File: src/rtl/msg_entry.sv
// Message entry front end: debounced buttons build a right-aligned hex message,
// which is offered to the hasher over valid/ready and then held for display.
module msg_entry #(
    parameter int MSG_BITS        = 120,
    parameter int DEBOUNCE_CYCLES = 1250000,
    localparam int NIBBLES        = MSG_BITS / 4,
    localparam int LEN_W          = $clog2(NIBBLES + 1)
) (
    input  logic                sysclk_125mhz,
    input  logic                rst,
    input  logic [3:0]          nibble_in,
    input  logic                btn_enter,
    input  logic                btn_delete,
    input  logic                btn_done,
    output logic [MSG_BITS-1:0] msg,
    output logic [LEN_W-1:0]    msg_len,
    output logic                msg_valid,
    input  logic                msg_ready,
    output logic                full,
    output logic                busy,
    output logic [15:0]         preview
);

    localparam int CNT_W = (DEBOUNCE_CYCLES > 1) ? $clog2(DEBOUNCE_CYCLES) : 1;
    localparam logic [CNT_W-1:0] CNT_LAST = CNT_W'(DEBOUNCE_CYCLES - 1);
    localparam logic [LEN_W-1:0] LEN_MAX  = LEN_W'(NIBBLES);

    typedef enum logic [1:0] {
        ENTRY = 2'd0,
        SEND  = 2'd1,
        HOLD  = 2'd2
    } state_t;

    logic [2:0] btn_raw;
    logic [2:0] pulse;

    assign btn_raw = {btn_done, btn_delete, btn_enter};

    // Per button: 2-flop synchronizer, stability counter, rising-edge pulse.
    generate
        for (genvar gi = 0; gi < 3; gi++) begin : g_deb
            logic             sync1_reg;
            logic             sync2_reg;
            logic             stable_reg;
            logic             stable_d_reg;
            logic [CNT_W-1:0] cnt_reg;

            always_ff @(posedge sysclk_125mhz or negedge rst) begin
                if (!rst) begin
                    sync1_reg    <= 1'b0;
                    sync2_reg    <= 1'b0;
                    stable_reg   <= 1'b0;
                    stable_d_reg <= 1'b0;
                    cnt_reg      <= '0;
                end else begin
                    sync1_reg    <= btn_raw[gi];
                    sync2_reg    <= sync1_reg;
                    stable_d_reg <= stable_reg;
                    if (sync2_reg == stable_reg) begin
                        cnt_reg <= '0;
                    end else if (cnt_reg == CNT_LAST) begin
                        stable_reg <= ~stable_reg;
                        cnt_reg    <= '0;
                    end else begin
                        cnt_reg <= cnt_reg + 1'b1;
                    end
                end
            end

            assign pulse[gi] = stable_reg & ~stable_d_reg;
        end
    endgenerate

    logic pulse_enter;
    logic pulse_delete;
    logic pulse_done;

    assign pulse_enter  = pulse[0];
    assign pulse_delete = pulse[1];
    assign pulse_done   = pulse[2];

    state_t              state_reg, state_next;
    logic [MSG_BITS-1:0] msg_reg, msg_next;
    logic [LEN_W-1:0]    len_reg, len_next;
    logic                valid_reg, valid_next;
    logic                full_reg, full_next;

    always_ff @(posedge sysclk_125mhz or negedge rst) begin
        if (!rst) begin
            state_reg <= ENTRY;
            msg_reg   <= '0;
            len_reg   <= '0;
            valid_reg <= 1'b0;
            full_reg  <= 1'b0;
        end else begin
            state_reg <= state_next;
            msg_reg   <= msg_next;
            len_reg   <= len_next;
            valid_reg <= valid_next;
            full_reg  <= full_next;
        end
    end

    // Done outranks delete, which outranks enter; a consumed pulse masks the rest.
    always_comb begin
        state_next = state_reg;
        msg_next   = msg_reg;
        len_next   = len_reg;
        valid_next = valid_reg;
        case (state_reg)
            ENTRY: begin
                if (pulse_done) begin
                    if (len_reg != '0) begin
                        state_next = SEND;
                        valid_next = 1'b1;
                    end
                end else if (pulse_delete) begin
                    if (len_reg != '0) begin
                        msg_next = {4'h0, msg_reg[MSG_BITS-1:4]};
                        len_next = len_reg - 1'b1;
                    end
                end else if (pulse_enter) begin
                    if (len_reg != LEN_MAX) begin
                        msg_next = {msg_reg[MSG_BITS-5:0], nibble_in};
                        len_next = len_reg + 1'b1;
                    end
                end
            end
            SEND: begin
                if (valid_reg && msg_ready) begin
                    state_next = HOLD;
                    valid_next = 1'b0;
                end
            end
            HOLD: begin
                if (pulse_done) begin
                    msg_next   = '0;
                    len_next   = '0;
                    state_next = ENTRY;
                end
            end
            default: begin
                state_next = ENTRY;
                valid_next = 1'b0;
            end
        endcase
        full_next = (len_next == LEN_MAX);
    end

    assign msg       = msg_reg;
    assign msg_len   = len_reg;
    assign msg_valid = valid_reg;
    assign full      = full_reg;
    assign busy      = (state_reg != ENTRY);
    assign preview   = msg_reg[15:0];

endmodule

File: config.mk
export PLATFORM = sky130hd
export DESIGN_NAME = msg_entry
export DESIGN_NICKNAME = d
export VERILOG_FILES = /design/src/rtl/msg_entry.sv
export SDC_FILE = /design/constraint.sdc
export NUM_CORES = 1
export LEC_CHECK = 0
export ABC_AREA = 1
export CORE_MARGIN = 2
export CORE_UTILIZATION = 52
export CTS_CLUSTER_DIAMETER = 80
export DETAILED_ROUTE_END_ITERATION = 12
export PLACE_DENSITY = 0.76
export SLEW_MARGIN = 40
export SYNTH_ARGS = -nofsm -noshare
export SYNTH_HDL_FRONTEND = slang
export SYNTH_SLANG_ARGS = --single-unit
File: constraint.sdc
create_clock -name sysclk_125mhz -period 3.95 [get_ports sysclk_125mhz]
set_clock_uncertainty 0.15 [all_clocks]
set_input_delay 1.185 -clock sysclk_125mhz [delete_from_list [all_inputs] [get_ports sysclk_125mhz]]
set_output_delay 1.185 -clock sysclk_125mhz [all_outputs]
set_load 0.01 [all_outputs]
# Yosys cells after proc, flatten, opt, wreduce, memory -nomap -nowiden
# Cells that the tools add are included.
[totals]
ff_bits = 204
wordCells = 96
out_inout_bits = 144
in_bits = 10
[classes]
mux = 29
n_reduce_logical = 11
eq_ne = 18
addsub = 5
n_bitwise = 13
[ops]
columns = ["cell", "n"]
rows = [
  ["two-way mux 120 bit", 6],
  ["case mux 120 bit (2 select lines)", 1],
  ["two-way mux 21 bit", 6],
  ["adder 21 x 1 -> 21 bit, second input constant", 3],
  ["equality test 21 bit, second input constant", 3],
  ["two-way mux 5 bit", 6],
  ["inequality test 2 bit, second input constant", 5],
  ["inverter 1 bit", 10],
  ["case mux 5 bit (2 select lines)", 1],
  ["inequality test 3 bit, second input constant", 3],
  ["two-way mux 2 bit", 4],
  ["AND reduction 4 bit", 2],
  ["case mux 2 bit (3 select lines)", 1],
  ["AND reduction 2 bit", 3],
  ["AND reduction 6 bit", 1],
  ["adder 5 x 1 -> 5 bit, second input constant", 1],
  ["equality test 5 bit, second input constant", 1],
  ["inequality test 5 bit, second input constant", 1],
  ["nonzero test 5 bit", 1],
  ["subtractor 5 x 1 -> 5 bit, second input constant", 1],
  ["nonzero test 2 bit", 2],
  ["bitwise AND 1 bit", 3],
  ["equality test 1 bit", 3],
  ["two-way mux 1 bit", 3],
  ["other kinds (5)", 5],
]

# Depth between registers and ports, before layout
# Gate-level depths: netlist of run 1.
[logic_depth]
word_depth = 7
ltp_mapped = 13
ltp_nobuf = 12

# Least setup slack after synthesis of run 1
# Ideal clock, no wire load.
[synth_path]
path_kind = "reg2out"
from = "reg state_reg[1]"
to = "out busy"
stages_incl_launch_ff = 3
arrival_ns = 0.669
n_path_buf = 0
path_slack_ns = 1.946
required_time_ns = 2.615
cell_sequence = "dfrtp_1 -> nor2_1 -> inv_1"
[synth_between]
elab_chain_cells = 1
[synth_lines]
columns = ["item", "line_no", "text"]
rows = [
  ["from (decl)", "82", "state_t state_reg, state_next;"],
  ["from (signal assigned)", "96", "state_reg <= state_next;"],
  ["nonzero test 2 bit", "154", "assign busy = (state_reg != ENTRY);"],
  ["to (decl)", "20", "output logic busy,"],
]
# Every way passes these cells.

# Worst setup path after layout of run 1
# Same ends and word-level chain as after synthesis.

==> results of run 1 <==
[Yosys cell counts, types with 17 or more instances]
cell type / count / area, µm²
nand3_1: 176 / 881
nand4_1: 17 / 106
buf_4: 18 / 135
o21ai_2: 40 / 350
nor2_1: 110 / 413
o21ai_1: 66 / 330
inv_1: 194 / 728
nor3_1: 38 / 190
a21oi_1: 17 / 85.1
nand2_1: 260 / 976
dfrtp_1: 204 / 5100
o21ai_0: 131 / 656
xor2_1: 27 / 236
clkbuf_1: 37 / 139
[worst max-delay path, stage by stage (launching register included)]
cell	delay, ps
dfrtp_1	390
nor2_1	310
inv_1	140
clkdlybuf4s50_1	500
[kinds of logic (layout without fill, tap and decap cells)]
logic type,Yosys count,count (layout)
and+or+nand+nor,637,637
adders and majority gates,6,6
buffers and inverters,281,406
AOI/OAI and AO/OA,258,258
DFF,204,204
xor gates and xnor gates,30,30
[final timing paths]
check | from | end | slack [ps] | cells past startpoint
worst max-delay path | state_reg[1]$_DFFE_PN0P_ | busy | 770 | 3
worst min-delay path | g_deb[0].sync1_reg$_DFF_PN0_ | g_deb[0].sync2_reg$_DFF_PN0_ | 210 | 0
worst max register to register | msg_len[0]$_DFF_PN0_ | msg[79]$_DFFE_PN0P_ | 1210 | 12
worst min register to register | g_deb[0].sync1_reg$_DFF_PN0_ | g_deb[0].sync2_reg$_DFF_PN0_ | 210 | 0
max in group asynchronous | rst | msg[64]$_DFFE_PN0P_ | 2290 | 2
min in group asynchronous | rst | g_deb[0].cnt_reg[19]$_DFF_PN0_ | 530 | 1
[cell type report]
class	instances	share of cell area
Inverter	200	0.0570
Clock buffer	27	0.0467
Sequential cell	204	0.384
Multi-Input combinational cell	931	0.349
Clock inverter	14	0.0121
Timing Repair Buffer	165	0.125
Tap cell	275	0.0259
[layer usage]
| layer | share of wire | global-route usage |
|---|---|---|
| met2 | 0.47 | 0.402 |
| met3 | 0.067 | 0.0339 |
| met4 | 0.019 | 0.0581 |
| met5 | 0 | 0 |
| met1 | 0.44 | 0.349 |
[through the flow]
| stage | std cells | utilization | area, µm² |
|---|---|---|---|
| 6_report | 1816 | 0.636 | 13300 |
| 5_1_grt | 1816 | 0.636 | 13300 |
| 4_1_cts | 1816 | 0.635 | 13300 |
| 3_5_place_dp | 1775 | 0.598 | 12500 |
| 3_3_place_gp | 1775 | 0.597 | 12500 |
| 2_1_floorplan | 1416 | - | 11000 |
[power groups by stage]
stage	logic, µW	clock network [µW]	registers [µW]
2_1_floorplan	25.1	0	2150
3_3_place_gp	89.8	0	2150
3_5_place_dp	92.0	0	2150
4_1_cts	92.2	2240	2110
5_1_grt	104	2340	2110
6_report	87.3	2210	2110
==> flow_summary.json, run 1 <==
{
  "status": "completed",
  "antenna_found_initial": 0,
  "largest_reg_flops": 120,
  "max_freq_mhz": 314,
  "fillers": 1815,
  "synth_seq_cells": 204,
  "row_count": 53,
  "layout.cells.most_common_list": "nand2_1 (260), dfrtp_1 (204), inv_1 (194), nand3_1 (176), clkdlybuf4s50_1 (152)",
  "cts_setup_buffers": 0,
  "synth_fa_ha_area_frac": 0.00683,
  "start_util": 0.526,
  "pwr-share-seq": 0.479,
  "cts_root_buffer": "clkbuf_16",
  "place_hpwl_mm": 18.8,
  "p_leak_uw": 0.00556,
  "ys_warn_count": 0,
  "worst_setup_path_start_kind": "flip-flop",
  "grt-ovfl-total": 0,
  "grt_use_total": 0.246,
  "clk_latency_ps": 520,
  "synth_xor_area_frac": 0.0239,
  "areaGrowthSynthToFinish_pct": 20.8,
  "diodes": 0,
  "slew_violations": 0,
  "synthCells": 1416,
  "layout_setup_ws_ps": 766,
  "antenna_left": 0,
  "worstPathArrival_ps": 1850,
  "route.vias.total": 9819,
  "synth_top_flop_cell": "dfrtp_1",
  "die_h_um": 149,
  "clock_sinks": 204,
  "synth_area_mm2": 0.0110,
  "ir_worst_vdd_uv": 334,
  "synth_top_family_by_area": "simple AND/OR/NAND/NOR gates",
  "p_per_area_mw_per_mm2": 332,
  "hold_class": "flip-flop to flip-flop",
  "wl_mm": 27.4,
  "intPower_uw": 3450,
  "holdWs_ps": 207,
  "crit_type": "flip-flop to output port",
  "die_w_um": 149,
  "gp_congestion": 0.882,
  "synth_edf_count": 0,
  "multi_input_area_mm2": 0.00463,
  "cts_hold_buffers": 0,
  "io_pins": 154,
  "regArea_mm2": 0.00510,
  "tritoncts": "yes",
  "synth_simple_gate_area_frac": 0.258,
  "first_pass_iters": 7,
  "relSlewSlack": 0.503,
  "synth_nets": 1432,
  "die_area_mm2": 0.0223,
  "ys_seq_area_frac": 0.464,
  "cts-resized-gates": 0,
  "cts_buffers": 23,
  "hold_violations": 0,
  "pwr-share-comb": 0.020,
  "final.min_clock_period_ps": 3180,
  "drc": 0,
  "grt_pass1_wl_mm": 45.7,
  "cap_violations": 0,
  "drt_iter0_drc": 684,
  "switching_share": 0.217,
  "p_total_uw": 4400,
  "rsz0062_at_grt": "no",
  "pre_cts_ws_ps": 1230,
  "layout_commonest_cell": "nand2_1",
  "tightest_slew_ps": 746,
  "setup_viol": 0,
  "synth_compound_area_frac": 0.132,
  "fin_setup_tns_ps": 0,
  "core_area_mm2": 0.0209,
  "synthMuxAreaShare": 0,
  "ys_async_sr_fraction": 1.00,
  "wire_per_inst_um": 15.1,
  "grt_max_degree": 108,
  "switchingPower_uw": 957,
  "yosysUniqueCellTypes": 36,
  "via_per_inst": 5.41,
  "clockBufferDepth": 3,
  "clock_power_share": 0.501,
  "clk_pin_slew_worst_paths_ps": 60,
  "crit_required_ps": 2610,
  "syn_area_per_cell_um2": 7.76,
  "min_period_over_period": 0.806,
  "io_buffers": 153,
  "grt_pass1_vias": 9206,
  "path_max_fanout": 4,
  "layout-drive-gt1-share": 0.0701,
  "final_nets": 1541,
  "htreeDepth": 1,
  "endpoint_kind": "output port"
}
Power figures use the tool's default switching activity.
==> run 2: changes to the inputs <==
==> constraint.sdc (replaced) <==
create_clock -name sysclk_125mhz -period 3.2 [get_ports sysclk_125mhz]
set_clock_uncertainty 0.15 [all_clocks]
set_input_delay 0.96 -clock sysclk_125mhz [delete_from_list [all_inputs] [get_ports sysclk_125mhz]]
set_output_delay 0.96 -clock sysclk_125mhz [all_outputs]
set_load 0.01 [all_outputs]
==> run 2 against run 1 <==
Power grew 20%. Highest routed layer unchanged. Critical path depth is the same. Design area shrank 0.26%. Core utilization shrank 0.17 points. Routed wire length is essentially flat. Worst hold slack lost 5.6 ps. Count of clock-buffer cells in the layout grew 8. Flip-flop and latch count is the same. Combinational power grew 26%. Global-route usage is essentially flat.
==> flow_summary.json, run 2 (synthesis gave the netlist of run 1 again) <==
{
  "p_total_uw": 5290,
  "cap_violations": 0,
  "gp_congestion": 0.913,
  "cts_root_buffer": "clkbuf_16",
  "p_leak_uw": 0.00554,
  "die_area_mm2": 0.0223,
  "place_hpwl_mm": 18.5,
  "path_buf_inv": 2,
  "cts_setup_buffers": 0,
  "path_max_fanout": 4,
  "pwr-share-seq": 0.493,
  "grt_max_degree": 118,
  "cts-resized-gates": 0,
  "grt_pass1_wl_mm": 45.4,
  "antenna_left": 0,
  "crit_type": "flip-flop to output port",
  "fin_setup_tns_ps": 0,
  "layout.cells.most_common_list": "nand2_1 (260), dfrtp_1 (204), inv_1 (194), nand3_1 (176), clkdlybuf4s50_1 (152)",
  "switching_share": 0.214,
  "p_per_area_mw_per_mm2": 399,
  "route.vias.total": 9765,
  "wire_per_inst_um": 15.1,
  "rrSetupSlack_ps": 480,
  "tightest_slew_ps": 743,
  "cp_slowest_cell": "clkdlybuf4s50_1",
  "layout-drive-gt1-share": 0.0650,
  "crit_family": "buffers and inverters",
  "io_buffers": 153,
  "pwr-share-comb": 0.021,
  "crit_chain": "nor2_1, inv_1, clkdlybuf4s50_1",
  "layout_commonest_cell": "nand2_1",
  "clock_sinks": 204,
  "grt_pass1_vias": 9112,
  "crit_required_ps": 2090,
  "ir_worst_vdd_uv": 463,
  "tritoncts": "yes",
  "die_h_um": 149,
  "largest_reg_flops": 120,
  "htreeDepth": 1,
  "switchingPower_uw": 1130,
  "worstPathArrival_ps": 1860,
  "drc": 0,
  "clk_latency_ps": 520,
  "max_freq_mhz": 336,
  "areaGrowthSynthToFinish_pct": 20.5,
  "relSlewSlack": 0.505,
  "antenna_found_initial": 0,
  "start_util": 0.526,
  "worst_setup_path_start_kind": "flip-flop",
  "first_pass_iters": 5,
  "via_per_inst": 5.39,
  "intPower_uw": 4160,
  "io_pins": 154,
  "setup_viol": 0,
  "clk_pin_slew_worst_paths_ps": 50,
  "clockBufferDepth": 3,
  "final_cells": 1813,
  "rsz0062_at_grt": "no",
  "endpoint_kind": "output port",
  "min_period_over_period": 0.929,
  "row_count": 53,
  "core_area_mm2": 0.0209,
  "clock_power_share": 0.487,
  "grt_use_total": 0.246,
  "final.min_clock_period_ps": 2970,
  "wl_mm": 27.3,
  "cts_buffers": 23,
  "diodes": 0,
  "hold_class": "flip-flop to flip-flop",
  "fillers": 1842,
  "slew_violations": 0,
  "slowest_delay_ps": 510,
  "drt_iter0_drc": 629,
  "hold_violations": 0,
  "cts_hold_buffers": 0,
  "dp.cells": 1775,
  "final_util": 0.634,
  "grt-ovfl-total": 0,
  "status": "completed",
  "final_nets": 1541,
  "die_w_um": 149
}
run 2: cell count changes in the layout (fill, tap and decap cells not counted), sizes merged:
cell and change:
bufinv -2, clkbuf +8, clkinv -6, clkinvlp -3
run 2: path summary, 6_finish.rpt:
check / startpoint / end / cells after the start
worst max-delay path: state_reg[1]$_DFFE_PN0P_ / busy / 3
worst min-delay path: g_deb[2].sync1_reg$_DFF_PN0_ / g_deb[2].sync2_reg$_DFF_PN0_ / 0
worst max register to register: msg_len[1]$_DFF_PN0_ / msg[30]$_DFFE_PN0P_ / 12
worst min register to register: g_deb[2].sync1_reg$_DFF_PN0_ / g_deb[2].sync2_reg$_DFF_PN0_ / 0
max in group asynchronous: rst / msg[60]$_DFFE_PN0P_ / 2
min in group asynchronous: rst / msg_len[3]$_DFF_PN0_ / 1
run 2: stage by stage:
stage / hold WS [ps] / area (µm²) / worst slack [ps]
after floorplan: 181 / 11000 / 1210
after global placement: 187 / 12500 / 641
after detailed placement: 191 / 12500 / 544
after CTS: 205 / 13200 / 199
after global routing: 205 / 13200 / 132
final: 202 / 13200 / 227
run 2: power groups by stage:
| stage | Combinational, µW | Clock [µW] | Sequential, µW |
|---|---|---|---|
| 6_report | 110 | 2570 | 2610 |
| 5_1_grt | 127 | 2720 | 2610 |
| 4_1_cts | 115 | 2620 | 2600 |
| 3_5_place_dp | 115 | 0 | 2650 |
| 2_1_floorplan | 30.9 | 0 | 2650 |
| 3_3_place_gp | 114 | 0 | 2650 |
run 2: worst register-to-register path: stages, from the launching register on:
cell and delay (ps):
dfrtp_1 450, inv_1 120, ha_1 220, nand2_1 90, nor2_1 60, nand3_2 100, nand2_1 60, nand2_1 90
nand2_4 140, inv_6 410, buf_4 510, nand2_1 110, o21ai_1 110
run 2: routing by layer:
| layer | track usage | vias up | routed length (µm) |
|---|---|---|---|
| met2 | 0.403 | 275 | 12900 |
| li1 | - | 4815 | - |
| met3 | 0.0336 | 43 | 1620 |
| met5 | 0 | - | 0 |
| met4 | 0.0571 | 0 | 549 |
| met1 | 0.348 | 4632 | 12300 |
run 2: area by class of cell:
class / count / area (µm²) / area share
clock buffers: 35 / 681 / 0.0514
clock inverters: 3 / 43.8 / 0.00331
inverters: 200 / 757 / 0.0572
multi-input cells: 931 / 4620 / 0.349
flip-flops and latches: 204 / 5100 / 0.385
well taps: 275 / 344 / 0.0260
repair buffers: 165 / 1690 / 0.127
